--- src/rtl/fire_ctrl.sv ---
// fire_ctrl: turns a bouncy fire button into single, rate-limited shots.
// Button path: 2-flop synchronizer -> debouncer -> armed rising-edge request.
// A three-state FSM (IDLE / COOLDOWN / RELOAD) decides whether a request
// becomes a shot. It checks that the bullet spawn point lies inside the
// playfield and manages the magazine.
module fire_ctrl #(
  parameter int MAX_AMMO        = 8,
  parameter int DEBOUNCE_CYCLES = 16,
  parameter int COOLDOWN_CYCLES = 25,
  parameter int RELOAD_CYCLES   = 200,
  parameter int TANK_SIZE       = 32,
  parameter int BULLET_SIZE     = 8,
  parameter int PLAY_LIMIT      = 480,
  localparam int AMMO_W         = $clog2(MAX_AMMO + 1)
) (
  input  logic              clk,
  input  logic              reset_n,
  input  logic              btn_raw,
  input  logic              game_over,
  input  logic [9:0]        tank_x,
  input  logic [9:0]        tank_y,
  input  logic [1:0]        tank_dir,
  output logic              fire,
  output logic [1:0]        bullet_direction,
  output logic [9:0]        init_x,
  output logic [9:0]        init_y,
  output logic [AMMO_W-1:0] ammo_count,
  output logic              ready,
  output logic              reloading,
  output logic              shot_blocked
);

  localparam int DB_W    = $clog2(DEBOUNCE_CYCLES + 1);
  localparam int TMR_MAX = (COOLDOWN_CYCLES > RELOAD_CYCLES) ? COOLDOWN_CYCLES : RELOAD_CYCLES;
  localparam int TMR_W   = $clog2(TMR_MAX + 1);

  localparam logic [DB_W-1:0]   DB_LAST   = DB_W'(DEBOUNCE_CYCLES - 1);
  localparam logic [TMR_W-1:0]  CD_LOAD   = TMR_W'(COOLDOWN_CYCLES - 1);
  localparam logic [TMR_W-1:0]  RL_LOAD   = TMR_W'(RELOAD_CYCLES - 1);
  localparam logic [AMMO_W-1:0] AMMO_FULL = AMMO_W'(MAX_AMMO);
  localparam logic [AMMO_W-1:0] AMMO_ONE  = AMMO_W'(1);

  // Muzzle offsets: the bullet is centred on the tank edge it leaves from.
  localparam logic [10:0] CTR_OFF  = 11'((TANK_SIZE - BULLET_SIZE) / 2);
  localparam logic [10:0] TANK_OFF = 11'(TANK_SIZE);
  localparam logic [10:0] BUL_OFF  = 11'(BULLET_SIZE);

  typedef enum logic [1:0] {
    ST_IDLE     = 2'b00,
    ST_COOLDOWN = 2'b01,
    ST_RELOAD   = 2'b10
  } state_t;

  // A spawn coordinate is usable when it is non-negative (bit 10 clear in the
  // 11-bit result) and the whole bullet still fits inside the playfield.
  function automatic logic muzzle_in_range(input logic [10:0] coord);
    logic [11:0] far_edge;
    far_edge = {1'b0, coord} + 12'(BULLET_SIZE);
    return (coord[10] == 1'b0) && (far_edge <= 12'(PLAY_LIMIT));
  endfunction

  logic              sync1_r, sync2_r;
  logic              level_r, level_d_r;
  logic [DB_W-1:0]   db_cnt_r;
  logic [DB_W-1:0]   arm_cnt_r;
  logic              armed_r;
  logic              req_r;

  state_t            state_r, state_s;
  logic [TMR_W-1:0]  timer_r, timer_s;
  logic [AMMO_W-1:0] ammo_r, ammo_s;
  logic              fire_r, fire_s;
  logic              blocked_r, blocked_s;
  logic [9:0]        init_x_r, init_x_s;
  logic [9:0]        init_y_r, init_y_s;
  logic [1:0]        dir_r, dir_s;
  logic              ready_r, ready_s;
  logic              reloading_r, reloading_s;

  logic [10:0]       muzzle_x_s, muzzle_y_s;
  logic              muzzle_ok_s;
  logic              accept_s;

  // Two-flop synchronizer for the asynchronous button.
  always_ff @(posedge clk) begin
    if (!reset_n) begin
      sync1_r <= 1'b0;
      sync2_r <= 1'b0;
    end else begin
      sync1_r <= btn_raw;
      sync2_r <= sync1_r;
    end
  end

  // Debouncer: follow the synchronized input only after it has disagreed for a full window.
  always_ff @(posedge clk) begin
    if (!reset_n) begin
      level_r  <= 1'b0;
      db_cnt_r <= {DB_W{1'b0}};
    end else if (sync2_r != level_r) begin
      if (db_cnt_r == DB_LAST) begin
        level_r  <= sync2_r;
        db_cnt_r <= {DB_W{1'b0}};
      end else begin
        db_cnt_r <= db_cnt_r + DB_W'(1);
      end
    end else begin
      db_cnt_r <= {DB_W{1'b0}};
    end
  end

  // Arming: needs a full window of released button after reset, so a button held through reset cannot fire.
  always_ff @(posedge clk) begin
    if (!reset_n) begin
      arm_cnt_r <= {DB_W{1'b0}};
      armed_r   <= 1'b0;
    end else if (armed_r) begin
      arm_cnt_r <= {DB_W{1'b0}};
    end else if (!level_r && !sync2_r) begin
      if (arm_cnt_r == DB_LAST) begin
        armed_r <= 1'b1;
      end else begin
        arm_cnt_r <= arm_cnt_r + DB_W'(1);
      end
    end else begin
      arm_cnt_r <= {DB_W{1'b0}};
    end
  end

  // Registered one-cycle request on each armed press of the debounced button.
  always_ff @(posedge clk) begin
    if (!reset_n) begin
      level_d_r <= 1'b0;
      req_r     <= 1'b0;
    end else begin
      level_d_r <= level_r;
      req_r     <= level_r & ~level_d_r & armed_r;
    end
  end

  // Spawn position for the current tank pose, and whether it lies in the playfield.
  always_comb begin
    muzzle_x_s = {1'b0, tank_x} + TANK_OFF;
    muzzle_y_s = {1'b0, tank_y} + CTR_OFF;
    case (tank_dir)
      2'b00: begin
        muzzle_x_s = {1'b0, tank_x} + CTR_OFF;
        muzzle_y_s = {1'b0, tank_y} - BUL_OFF;
      end
      2'b01: begin
        muzzle_x_s = {1'b0, tank_x} + CTR_OFF;
        muzzle_y_s = {1'b0, tank_y} + TANK_OFF;
      end
      2'b10: begin
        muzzle_x_s = {1'b0, tank_x} - BUL_OFF;
        muzzle_y_s = {1'b0, tank_y} + CTR_OFF;
      end
      2'b11: begin
        muzzle_x_s = {1'b0, tank_x} + TANK_OFF;
        muzzle_y_s = {1'b0, tank_y} + CTR_OFF;
      end
      default: begin
        muzzle_x_s = {1'b0, tank_x} + TANK_OFF;
        muzzle_y_s = {1'b0, tank_y} + CTR_OFF;
      end
    endcase
    muzzle_ok_s = muzzle_in_range(muzzle_x_s) && muzzle_in_range(muzzle_y_s);
  end

  // Next-state logic: shot acceptance, cooldown and reload timing, magazine bookkeeping.
  always_comb begin
    state_s   = state_r;
    timer_s   = timer_r;
    ammo_s    = ammo_r;
    fire_s    = 1'b0;
    blocked_s = 1'b0;
    init_x_s  = init_x_r;
    init_y_s  = init_y_r;
    dir_s     = dir_r;
    accept_s  = req_r && (state_r == ST_IDLE) && !game_over;
    case (state_r)
      ST_IDLE: begin
        if (accept_s) begin
          if (muzzle_ok_s) begin
            fire_s   = 1'b1;
            init_x_s = muzzle_x_s[9:0];
            init_y_s = muzzle_y_s[9:0];
            dir_s    = tank_dir;
            ammo_s   = ammo_r - AMMO_ONE;
            if (ammo_r == AMMO_ONE) begin
              state_s = ST_RELOAD;
              timer_s = RL_LOAD;
            end else begin
              state_s = ST_COOLDOWN;
              timer_s = CD_LOAD;
            end
          end else begin
            blocked_s = 1'b1;
          end
        end else begin
          state_s = ST_IDLE;
        end
      end
      ST_COOLDOWN: begin
        if (timer_r == {TMR_W{1'b0}}) begin
          state_s = ST_IDLE;
        end else begin
          timer_s = timer_r - TMR_W'(1);
        end
      end
      ST_RELOAD: begin
        if (timer_r == {TMR_W{1'b0}}) begin
          state_s = ST_IDLE;
          ammo_s  = AMMO_FULL;
        end else begin
          timer_s = timer_r - TMR_W'(1);
        end
      end
      default: begin
        state_s = ST_IDLE;
        timer_s = {TMR_W{1'b0}};
      end
    endcase
    ready_s     = (state_s == ST_IDLE);
    reloading_s = (state_s == ST_RELOAD);
  end

  // State and output registers; reset aborts any timer and refills the magazine.
  always_ff @(posedge clk) begin
    if (!reset_n) begin
      state_r     <= ST_IDLE;
      timer_r     <= {TMR_W{1'b0}};
      ammo_r      <= AMMO_FULL;
      fire_r      <= 1'b0;
      blocked_r   <= 1'b0;
      init_x_r    <= 10'd0;
      init_y_r    <= 10'd0;
      dir_r       <= 2'b00;
      ready_r     <= 1'b1;
      reloading_r <= 1'b0;
    end else begin
      state_r     <= state_s;
      timer_r     <= timer_s;
      ammo_r      <= ammo_s;
      fire_r      <= fire_s;
      blocked_r   <= blocked_s;
      init_x_r    <= init_x_s;
      init_y_r    <= init_y_s;
      dir_r       <= dir_s;
      ready_r     <= ready_s;
      reloading_r <= reloading_s;
    end
  end

  assign fire             = fire_r;
  assign shot_blocked     = blocked_r;
  assign init_x           = init_x_r;
  assign init_y           = init_y_r;
  assign bullet_direction = dir_r;
  assign ammo_count       = ammo_r;
  assign ready            = ready_r;
  assign reloading        = reloading_r;

endmodule

--- config.mk ---
export PLATFORM = sky130hd
export DESIGN_NAME = fire_ctrl
export DESIGN_NICKNAME = d
export VERILOG_FILES = /design/src/rtl/fire_ctrl.sv
export SDC_FILE = /design/constraint.sdc
export NUM_CORES = 1
export LEC_CHECK = 0
export ABC_CLOCK_PERIOD_IN_PS = 5450
export BUFFER_PORTS_ARGS = -buffer_cell sky130_fd_sc_hd__buf_2
export CAP_MARGIN = 15
export CORE_ASPECT_RATIO = 1.25
export CORE_MARGIN = 1.5
export CORE_UTILIZATION = 60
export CTS_BUF_LIST = sky130_fd_sc_hd__clkbuf_8
export DETAILED_ROUTE_END_ITERATION = 10
export GPL_TIMING_DRIVEN = 0
export PLACE_DENSITY = 0.83
export SLEW_MARGIN = 15
export SYNTH_ARGS = -nofsm -noshare
export SYNTH_HDL_FRONTEND = slang
export SYNTH_SLANG_ARGS = --single-unit
--- constraint.sdc ---
create_clock -name clk -period 5.45 [get_ports clk]
set_input_delay 0.2725 -clock clk [delete_from_list [all_inputs] [get_ports clk]]
set_output_delay 0.2725 -clock clk [all_outputs]
set_load 0.02 [all_outputs]
After elaboration in Yosys (flattened, before gate mapping)
Cells that the tools add are included.
{"block": "classes", "n_addsub": 12, "n_lt_le_gt_ge": 2, "n_eq_ne": 14, "n_mux": 21, "bitwise": 8, "reduce_logical": 24}
{"operator": "case mux 11 bit (3 select lines)", "count": 2}
{"operator": "2-to-1 mux 8 bit", "count": 4}
{"operator": "adder 11 x 4 -> 12 bit (second input constant)", "count": 2}
{"operator": "<= comparator 12 x 9 -> 1 bit (second input constant)", "count": 2}
{"operator": "adder 10 x 4 -> 11 bit (second input constant)", "count": 2}
{"operator": "adder 10 x 6 -> 11 bit (second input constant)", "count": 2}
{"operator": "subtractor 10 x 4 -> 11 bit (second input constant)", "count": 2}
{"operator": "case mux 8 bit (2 select lines)", "count": 1}
{"operator": "2-to-1 mux 4 bit", "count": 3}
{"operator": "adder 5 x 1 -> 5 bit (second input constant)", "count": 2}
{"operator": "equality test 5 x 4 -> 1 bit (second input constant)", "count": 2}
{"operator": "AND reduction 3 bit", "count": 3}
{"operator": "equality test 2 bit (second input constant)", "count": 4}
{"operator": "zero test 8 bit", "count": 1}
{"operator": "2-to-1 mux 2 bit", "count": 4}
{"operator": "inequality test 2 bit (second input constant)", "count": 4}
{"operator": "case mux 4 bit (2 select lines)", "count": 1}
{"operator": "subtractor 8 x 1 -> 8 bit (second input constant)", "count": 1}
{"operator": "logical AND 1 bit", "count": 6}
{"operator": "zero test 2 bit", "count": 3}
{"operator": "inverter 1 bit", "count": 6}
{"operator": "OR reduction 2 bit", "count": 3}
{"operator": "OR reduction 3 bit", "count": 2}
{"operator": "2-to-1 mux 1 bit", "count": 5}
{"operator": "10 further kinds", "count": 14}
{"block": "totals", "reg_bits": 56, "inputBits": 26, "elab_cells": 99}

Depth between registers and ports, before layout
{"block": "depth", "depth_word": 11, "mapped_depth": 18, "depth_no_buf": 15}

Worst setup path after synthesis
No wires, ideal clock.
{"block": "synth_path", "path_type": "input -> register", "from": "input tank_x[3]", "to": "register timer_r[3]", "setup_time_ns": 0.123, "t_arrival_ns": 3.053, "required_ns": 5.327, "path_slack_ns": 2.274, "stages": 17, "cell_sequence": "clkbuf_1 > inv_1 > ha_1 > xor2_1 > or2_2 > nand2_1 > ha_1 > nor4_1 > o2111ai_1 > o221ai_1 > o32ai_2 > a211oi_4 > nand2_4 > buf_6 > buf_6 > a21oi_1 > o22ai_1"}
{"block": "synth_between", "elab_chain_cells": 8, "elab_cells_between_ends": 11, "classes_between": "add/sub: 4; order compare: 1; eq/ne: 1; mux: 1; bitwise: 1; reduce/logical: 3"}
{"element": "from (decl)", "line_no": "20", "text": "input logic [9:0] tank_x,"}
{"element": "adder 10 x 6 -> 11 bit (tied with other cells)"}
{"element": "case mux 11 bit (3 select lines) *", "line_no": "145", "text": "case (tank_dir)"}
{"element": "named net muzzle_x_s[4]", "line_no": "80", "text": "logic [10:0] muzzle_x_s, muzzle_y_s;"}
{"element": "adder 11 x 4 -> 12 bit *", "line_no": "58", "text": "far_edge = {1'b0, coord} + 12'(BULLET_SIZE);"}
{"element": "<= comparator 12 x 9 -> 1 bit *", "line_no": "59", "text": "return (coord[10] == 1'b0) && (far_edge <= 12'(PLAY_LIMIT));"}
{"element": "logical AND 1 bit *", "line_no": "59"}
{"element": "logical AND 1 bit *", "line_no": "167", "text": "muzzle_ok_s = muzzle_in_range(muzzle_x_s) && muzzle_in_range(muzzle_y_s);"}
{"element": "inequality test 2 bit (no source line) *"}
{"element": "AND reduction 3 bit (no source line) *"}
{"element": "to (signal assigned)", "line_no": "232", "text": "timer_r <= {TMR_W{1'b0}};"}
{"element": "to (signal assigned)", "line_no": "243", "text": "timer_r <= timer_s;"}
{"element": "to (decl)", "line_no": "70", "text": "logic [TMR_W-1:0] timer_r, timer_s;"}
Mark *: on every way through the listed nets, which the timed path passes. The rest lies on a longest branch.
A chain may end at the register's enable or synchronous reset.

Worst setup path in the final report
{"block": "layout_path", "from": "input tank_x[4]", "to": "register timer_r[3]"}
The elaborated chain is that of the path after synthesis.

==> flow_summary.ini <==
[detailed_routing]
drt_wl_total_um = 8790
routedWlPerCell_um = 14.6
vias = 3539
drt_iter0_drc = 234
drtPass1Iterations = 5
detail-route-antenna-nets = 0
viasPerCell = 5.88
drc = 0

[power]
peakVddDrop_v = 0.000117
cellPowerDensity_nw_per_um2 = 188
p_leak_nw = 1.97
internal-power_w = 0.000569
clkPwrFrac_pct = 30.8
power_frac_seq_pct = 52.3
p_sw_w = 0.000222
p_sw_share_pct = 28.1
power.total_w = 0.000791
combPwrFrac_pct = 16.9

[sta]
rsz0062_at_grt = no
setup_viol_count_final = 0
finalCritPeriodShare_pct = 65.3
fin_skew_ps = 5.88
worst_pin_slew_ps = 556
hold_viol = 0
relSlewSlack_pct = 62.4
setup_tns_ps = 0
fmax_mhz = 281
slew_viol_final = 0
fin_crit_ps = 3560

[grt]
grt.met2_usage_pct = 48.3
grt.busiest_layer = met2
grt_max_degree = 18
grt_antenna_before_repair = 0
overflow = 0
grtUsageMet1_pct = 32.3
grt_use_total_pct = 27.3
met3_usage_pct = 2.89
grt_pass1_vias = 3408
grt_pass1_wl_um = 14900

[clock_network]
cts_inserted_buffers = 5
clock-sinks = 56
hold_buffers = 0
cts_setup_buffers = 0
root_buffer = clkbuf_8
clockBufferDepth = 2
path_clk_slew_ps = 100
cts_tree = done
post_cts_resized = 0
clock_latency_ps = 310
h-tree-depth = 2

[worst_setup_path]
cp-end-kind = flop
worstRegToRegCells = 6
cp_data_required_time_ps = 5660
cp-start-kind = input pin
cp.arrival_ps = 3760
cp_max_fo = 10
critPathKind = input pin to flop

[status]
run_status = complete, no violations

[worst_hold_path]
hp-class = input pin to flop
whs_path_depth = 2

[yosys]
synth-edff-count = 0
synth_ff_type = dfxtp_1
synth_cell_type_count = 70
async_flop_share_pct = 0
syn_area_um2 = 3740
synth_cells = 456
ys_seq_area_share_pct = 29.9
synth_nets = 507
syn_area_per_cell_um2 = 8.21
ys_ff_latch = 56
synth_warnings = 0

[cells_and_area]
area_growth_pct = 12.5
diodes = 0
layout-drive-gt1-share_pct = 15.9
final_cell_mix = 59 x buf_2, 56 x dfxtp_1, 55 x nor2_1
final_nets = 567
mostFrequentLayoutCell = buf_2

[place]
gp_congestion = 0.907
io_buffers = 53
hpwl_um = 6880

[die]
num_rows = 32
ioPinCount = 56
dieWidth_um = 73.7
core-area_um2 = 6090
start_util_pct = 61.5
die_height_um = 91.3
die-area_um2 = 6730

[flow_run]
drv_cap = 0
through the flow:
step,utilization (%),setup slack [ps],instance area [µm²],hold slack [ps],instances
6_report,69.2,1890,4210,173,602
5_1_grt,69.2,1640,4210,171,602
4_1_cts,69.2,1920,4210,163,602
3_5_place_dp,67.6,1600,4120,398,594
3_3_place_gp,67.6,1650,4120,377,594
2_1_floorplan,-,2270,3740,374,456
power by group through the flow:
stage | combinational (W) | sequential, W | clock [W]
after floorplan | 0.0000946 | 0.000423 | 0
after global placement | 0.000128 | 0.000423 | 0
after detailed placement | 0.000132 | 0.000423 | 0
after CTS | 0.000133 | 0.000414 | 0.000247
after global routing | 0.000149 | 0.000414 | 0.000268
final | 0.000134 | 0.000414 | 0.000244
worst max-delay path: stages:
cell and delay, ps:
buf_2 100, clkbuf_1 340, inv_1 150, ha_1 320
nor2_1 40, o21ai_0 300, nand2_1 130, ha_1 290
nor4_1 340, o2111ai_1 150, o221ai_1 120, o32ai_2 140
a211oi_4 370, nand2_4 130, buf_6 170, buf_6 150
a21oi_1 150, o22ai_1 90
worst paths after layout:
path	from	end	slack, ps
max	tank_x[4]	timer_r[3]	1890
min reg2reg	level_d_r	req_r	410
max reg2reg	timer_r[4]	timer_r[4]	3370
min	btn_raw	sync1_r	170
Yosys cell counts, types with 7 or more instances:
cell type  instances  area, µm²
o21ai_0           12       60.1
dfxtp_1           56       1120
xor2_1             9       78.8
inv_1             28        105
nor2b_1            7       43.8
xnor2_1            7       61.3
nor3_1            15       75.1
nor2_1            55        206
and3_1             7       43.8
a21oi_1           21        105
clkbuf_1          13       48.8
mux2i_1           25        250
nand3_1           16       80.1
nor4_1             7       43.8
nand2_1           27        101
and2_1             9       56.3
nand3b_1           8       60.1
ha_1              25        313
kinds of logic (layout without fill, tap and decap cells):
group | count (synthesis) | after routing | synth area share [%]
mux | 25 | 25 | 6.68
compound gates | 94 | 94 | 18.5
flops | 56 | 56 | 29.9
simple gates | 185 | 185 | 26.0
xor+xnor | 16 | 16 | 3.74
buf+inv | 55 | 116 | 6.72
fa+ha+maj | 25 | 25 | 8.36
state kept, by name, indices dropped and copies added (netlist names), 2 cells and up:
register	flops
ammo_count	4
bullet_direction	2
init_x	10
init_y	10
timer_r	8
arm_cnt_r	5
db_cnt_r	5
state_r	2
routing by layer:
metal,share of wire (%),vias to the layer above
met1,43,1659
met4,2.4,0
met3,3.7,19
met2,51,108
met5,0,-
li1,-,1753
layout make-up:
| class | count | area (µm²) |
|---|---|---|
| flip-flops and latches | 56 | 1120 |
| well taps | 85 | 106 |
| clock inverters | 2 | 13.8 |
| plain buffers | 26 | 143 |
| repair buffers | 53 | 265 |
| multi-input cells | 345 | 2370 |
| inverters | 29 | 109 |
| fillers | 536 | 1870 |
| clock buffers | 6 | 82.6 |
Note: power is estimated with default switching activity, not from simulation.
